==> src/rtl/dmem_arb_pkg.sv <==
// Shared types for the data-memory arbiter: FSM states, port identifiers and
// the width of the read-latency counter.
package dmem_arb_pkg;

  localparam int unsigned CNT_W = 4;

  typedef enum logic [1:0] {
    IDLE,
    ACCESS,
    RD_WAIT
  } state_t;

  typedef enum logic {
    PORT_A,
    PORT_B
  } port_t;

endpackage

==> src/rtl/rr_arb2.sv <==
// Combinational two-requester picker; grant is one-hot, bit 0 = port A.
module rr_arb2
  import dmem_arb_pkg::*;
(
  input  logic [1:0] req,
  input  port_t      last_grant,
  input  logic       fixed_prio,
  output logic [1:0] grant
);

  always_comb begin
    grant = '0;
    case (req)
      2'b01:   grant = 2'b01;
      2'b10:   grant = 2'b10;
      // On a tie the port not served last wins, unless A has fixed priority
      2'b11:   grant = (fixed_prio || last_grant == PORT_B) ? 2'b01 : 2'b10;
      default: grant = '0;
    endcase
  end

endmodule

==> src/rtl/dmem_arbiter.sv <==
// Shares the data-memory port between the core (A) and the debug/loader
// port (B): one transaction at a time, registered strobes, fixed read latency.
module dmem_arbiter
  import dmem_arb_pkg::*;
#(
  parameter int unsigned ADDR_W     = 32,
  parameter int unsigned DATA_W     = 32,
  parameter int unsigned RD_LATENCY = 1,
  parameter int unsigned FIXED_PRIO = 0
) (
  input  logic                clk,
  input  logic                rst_n,
  input  logic                a_req,
  input  logic                a_we,
  input  logic [ADDR_W-1:0]   a_addr,
  input  logic [DATA_W-1:0]   a_wdata,
  input  logic [DATA_W/8-1:0] a_be,
  output logic                a_ack,
  output logic [DATA_W-1:0]   a_rdata,
  input  logic                b_req,
  input  logic                b_we,
  input  logic [ADDR_W-1:0]   b_addr,
  input  logic [DATA_W-1:0]   b_wdata,
  input  logic [DATA_W/8-1:0] b_be,
  output logic                b_ack,
  output logic [DATA_W-1:0]   b_rdata,
  output logic                m_en,
  output logic                m_we,
  output logic [ADDR_W-1:0]   m_addr,
  output logic [DATA_W-1:0]   m_wdata,
  output logic [DATA_W/8-1:0] m_be,
  input  logic [DATA_W-1:0]   m_rdata,
  output logic                busy
);

  state_t           state, state_nxt;
  port_t            owner, last_grant;
  logic [CNT_W-1:0] cnt;
  logic             m_en_q;
  logic [1:0]       grant;
  logic             ack, rd_ack;

  rr_arb2 u_arb (
    .req        ({b_req, a_req}),
    .last_grant (last_grant),
    .fixed_prio (FIXED_PRIO != 0),
    .grant      (grant)
  );

  always_ff @(posedge clk or negedge rst_n) begin
    if (!rst_n) state <= IDLE;
    else        state <= state_nxt;
  end

  always_ff @(posedge clk or negedge rst_n) begin
    if (!rst_n) begin
      cnt        <= '0;
      owner      <= PORT_A;
      last_grant <= PORT_B;
      m_en_q     <= 1'b0;
      m_we       <= 1'b0;
      m_addr     <= '0;
      m_wdata    <= '0;
      m_be       <= '0;
    end else begin
      m_en_q <= 1'b0;
      if (state == IDLE && grant != 2'b00) begin
        m_en_q     <= 1'b1;
        owner      <= grant[1] ? PORT_B : PORT_A;
        last_grant <= grant[1] ? PORT_B : PORT_A;
        m_we       <= grant[1] ? b_we    : a_we;
        m_addr     <= grant[1] ? b_addr  : a_addr;
        m_wdata    <= grant[1] ? b_wdata : a_wdata;
        m_be       <= grant[1] ? b_be    : a_be;
      end
      if (state == ACCESS)
        cnt <= CNT_W'(RD_LATENCY - 1);
      else if (state == RD_WAIT && cnt != '0)
        cnt <= cnt - CNT_W'(1);
    end
  end

  always_comb begin
    state_nxt = state;
    case (state)
      IDLE:    if (grant != 2'b00) state_nxt = ACCESS;
      ACCESS:  state_nxt = m_we ? IDLE : RD_WAIT;
      RD_WAIT: if (cnt == '0) state_nxt = IDLE;
      default: state_nxt = IDLE;
    endcase
  end

  always_comb begin
    ack    = 1'b0;
    rd_ack = 1'b0;
    case (state)
      ACCESS:  ack = m_we;
      RD_WAIT: begin
        ack    = (cnt == '0);
        rd_ack = (cnt == '0);
      end
      default: ;
    endcase
  end

  assign m_en    = m_en_q;
  assign busy    = (state != IDLE);
  assign a_ack   = ack && (owner == PORT_A);
  assign b_ack   = ack && (owner == PORT_B);
  assign a_rdata = (rd_ack && owner == PORT_A) ? m_rdata : '0;
  assign b_rdata = (rd_ack && owner == PORT_B) ? m_rdata : '0;

  // A requester must hold its request for the whole of its own transaction
  a_req_held: assert property (@(posedge clk) disable iff (!rst_n)
    (busy && owner == PORT_A) |-> a_req);
  b_req_held: assert property (@(posedge clk) disable iff (!rst_n)
    (busy && owner == PORT_B) |-> b_req);

endmodule

==> config.mk <==
export PLATFORM = sky130hd
export DESIGN_NAME = dmem_arbiter
export DESIGN_NICKNAME = d
export VERILOG_FILES = /design/src/rtl/dmem_arb_pkg.sv /design/src/rtl/rr_arb2.sv /design/src/rtl/dmem_arbiter.sv
export SDC_FILE = /design/constraint.sdc
export NUM_CORES = 1
export LEC_CHECK = 0
export CORE_MARGIN = 2
export CORE_UTILIZATION = 31
export DETAILED_ROUTE_END_ITERATION = 10
export GPL_TIMING_DRIVEN = 0
export PLACE_DENSITY = 0.77
export SYNTH_ARGS = -nofsm -noshare
export SYNTH_HDL_FRONTEND = slang
export SYNTH_HIERARCHICAL = 1
export SYNTH_SLANG_ARGS = --single-unit
==> constraint.sdc <==
create_clock -name clk -period 1.9 [get_ports clk]
set_input_delay 0.38 -clock clk [delete_from_list [all_inputs] [get_ports clk]]
set_output_delay 0.38 -clock clk [all_outputs]
set_load 0.02 [all_outputs]
==> results.sh <==
export IMPL_clock_latency_ns=0.33
export IMPL_drive_gt1_share_pct=22.8
export IMPL_cts_buffers_inserted=9
export IMPL_final_area_um2=8270
export IMPL_grt_pass1_vias=4756
export IMPL_cp_startpoint="cnt[0]"
export IMPL_setup_tns_ns=-29.83
export IMPL_yosysTopAreaCellShare_pct=46.3
export IMPL_powerDensity_nw_per_um2=1280
export IMPL_synth_edf_count=0
export IMPL_grt_pass1_wl_mm=24.0
export IMPL_clock_skew_final_ns=0.00552
export IMPL_synthTopCellsByCount="dfrtp_1 (77), nand2_1 (73), mux2i_1 (70)"
export IMPL_violations="setup timing"
export IMPL_routed_via_density=4.64
export IMPL_run_status="finished, violations left"
export IMPL_drtIter0Drc=130
export IMPL_drv_slew=0
export IMPL_place_gp_congestion=0.822
export IMPL_cp_data_required_time_ns=1.52
export IMPL_wl_per_cell_um=16.4
export IMPL_rows=42
export IMPL_drc_errors=0
export IMPL_ff2ff_path_depth=7
export IMPL_reg2reg_to="cnt[1]"
export IMPL_dr_total_vias=4406
export IMPL_antenna_found_initial=1
export IMPL_dpl_instance_area_um2=7570
export IMPL_path_class="register to primary output"
export IMPL_clock_fmax_mhz=410
export IMPL_htreeDepth=3
export IMPL_pin_count=311
export IMPL_die_h_um=120
export IMPL_crit_arrival_ns=2.06
export IMPL_rsz0062_at_grt="true"
export IMPL_drt_wl_total_mm=15.5
export IMPL_synth_warnings=6
export IMPL_layout_nets=945
export IMPL_synth_most_common_cell="dfrtp_1"
export IMPL_core_um2=13200
export IMPL_cts_root_buffer="clkbuf_16"
export IMPL_yosys_top_cells_area="dfrtp_1 (46%), mux2i_1 (17%), o21ai_0 (8.3%)"
export IMPL_groute_usage_overall_pct=21.4
export IMPL_start_util_pct=31.6
export IMPL_cts_sinks=78
export IMPL_ir_worst_vdd_uv=576
export IMPL_synthCells=428
export IMPL_maxCapViolCount=0
export IMPL_dpl_hpwl_mm=12.4
export IMPL_dr_pass1_iters=4
export IMPL_tritoncts="built"
export IMPL_clk_pin_slew_ns=0.06
export IMPL_holdWs_ns=0.0224
export IMPL_die_area_um2=14400
export IMPL_die_w_um=120
export IMPL_post_synth_num_cell_types=32
export IMPL_grt_max_degree=42
export IMPL_syn_area_per_cell_um2=9.73
export IMPL_worst_pin_slew_ns=0.521
export IMPL_synthesis_area_um2=4170
export IMPL_cp_start_kind="register"
export IMPL_ant_nets=0
export IMPL_async_flop_share_pct=100
export IMPL_timing_final_crit_share_pct=128
export IMPL_synth_top_cell_by_area="dfrtp_1"
export IMPL_finalSetupViolations=66
export IMPL_grt_overflow_total=0
export IMPL_port_buffers=310
export IMPL_synth_seq_cells=78
export IMPL_cp_end_kind="primary output"
export IMPL_yosysSeqAreaShare_pct=46.9
export IMPL_p_leak_uw=0.00361
export IMPL_clk_path_buf_depth=2
export IMPL_period_needed_ns=2.44
export IMPL_relSlewSlack_pct=65.2
export IMPL_finalHoldViolations=0
export IMPL_reg2reg_from="cnt[0]"
export IMPL_r2r_slack_ns=0.08
export IMPL_crit_fanout=5
export IMPL_synth_ff_type="dfrtp_1"
export IMPL_area_delta_synth_final_pct=98.4
export IMPL_endpoint="a_rdata[29]"
export IMPL_fin_ws_ns=-0.540
export IMPL_hold_class="primary input to asynchronous set/reset pin"
export IMPL_ctsHoldBuffers=0
[worst min path at each step]
| stage | to | slack, ns | depth (start not counted) |
|---|---|---|---|
| after detailed placement | m_wdata[16] | 0.39 | 1 |
| after CTS | m_wdata[16] | 0.03 | 1 |
| after global routing | m_wdata[17] | 0.06 | 1 |
| after global placement | m_be[2] | 0.46 | 2 |
| final | m_wdata[16] | 0.02 | 1 |
| after floorplan | cnt[0] | 0.08 | 0 |
[layer usage]
metal,up-vias,global-route usage [%],part of all wire (%)
met5,-,0,0
met4,0,8.16,2.6
met3,28,5.09,7.7
met2,209,40.7,54
met1,2059,22.6,36
li1,2110,-,-
[power by group]
part / internal [uW] / switching (uW) / total [uW] / leakage, uW
logic: 2920 / 2980 / 5900 / 0.00249
registers: 2440 / 440 / 2880 / 0.000966
clock network: 1190 / 642 / 1830 / 0.000150
[cells in the final DEF (no fill, tap or decap), types with 3 or more instances in the layout]
cell and count:
a21oi_1 4, clkdlybuf4s15_2 30, and2_1 33, clkbuf_16 10, inv_2 3, nand2_1 73, buf_2 9, o21ai_1 4
buf_6 45, mux2i_1 70, clkbuf_2 4, and2_4 32, clkbuf_1 3, o21ai_0 66, inv_1 4, buf_4 17
dfrtp_1 77, nor2_1 4, clkdlybuf4s50_1 241, buf_8 4, clkbuf_4 4, ha_4 3
[state kept, by name, summed over array words and instances, names as in the netlist, 2 cells and up]
register and flops:
cnt 4, m_addr 32, m_be 4, m_wdata 32, state 2
[critical path: stages (launching register included)]
cell and delay, ns:
dfrtp_1 0.39, inv_2 0.08, ha_4 0.13, or3b_4 0.39, nor3b_4 0.24, buf_6 0.15
buf_6 0.11, and2_4 0.14, buf_6 0.11
[per-stage QoR]
stage | setup WS, ns | power (uW) | cells | utilization [%]
final | -0.540 | 10600 | 949 | 62.7
after CTS | -0.636 | 10500 | 943 | 61.3
after global placement | -2.22 | 8220 | 915 | 57.2
after floorplan | -0.127 | 5520 | 429 | -
after global routing | -0.608 | 11200 | 949 | 62.7
after detailed placement | -0.870 | 8350 | 916 | 57.4
[cells by family after synthesis]
family	after synthesis	share of synthesized area (%)
AND/OR/NAND/NOR	153	19.6
multiplexers	70	16.8
flip-flops	78	46.9
buffers and inverters	38	4.63
other	1	0.0900
AO/OA/AOI/OAI	84	10.8
adder cells (fa/ha/maj)	4	1.20
[layout make-up]
| class | count | area (um^2) |
|---|---|---|
| Inverter | 7 | 26.3 |
| Sequential cell | 78 | 1950 |
| Fill cell | 1086 | 4920 |
| Timing Repair Buffer | 330 | 3360 |
| Buffer | 28 | 241 |
| Antenna cell | 1 | 2.50 |
| Clock inverter | 3 | 67.6 |
| Clock buffer | 13 | 250 |
| Tap cell | 176 | 220 |
| Multi-Input combinational cell | 313 | 2140 |
[what timing repair did]
action / CTS / global route
endpoints found under the hold margin: 0 / 0
buffers inserted: 11 / 5
gates resized for setup: 329 / 48
gates cloned: 2 / 2
pin swaps: 3 / 2
endpoints found under the setup margin: 138 / 137
No activity file was read; power rests on OpenSTA's default activity.
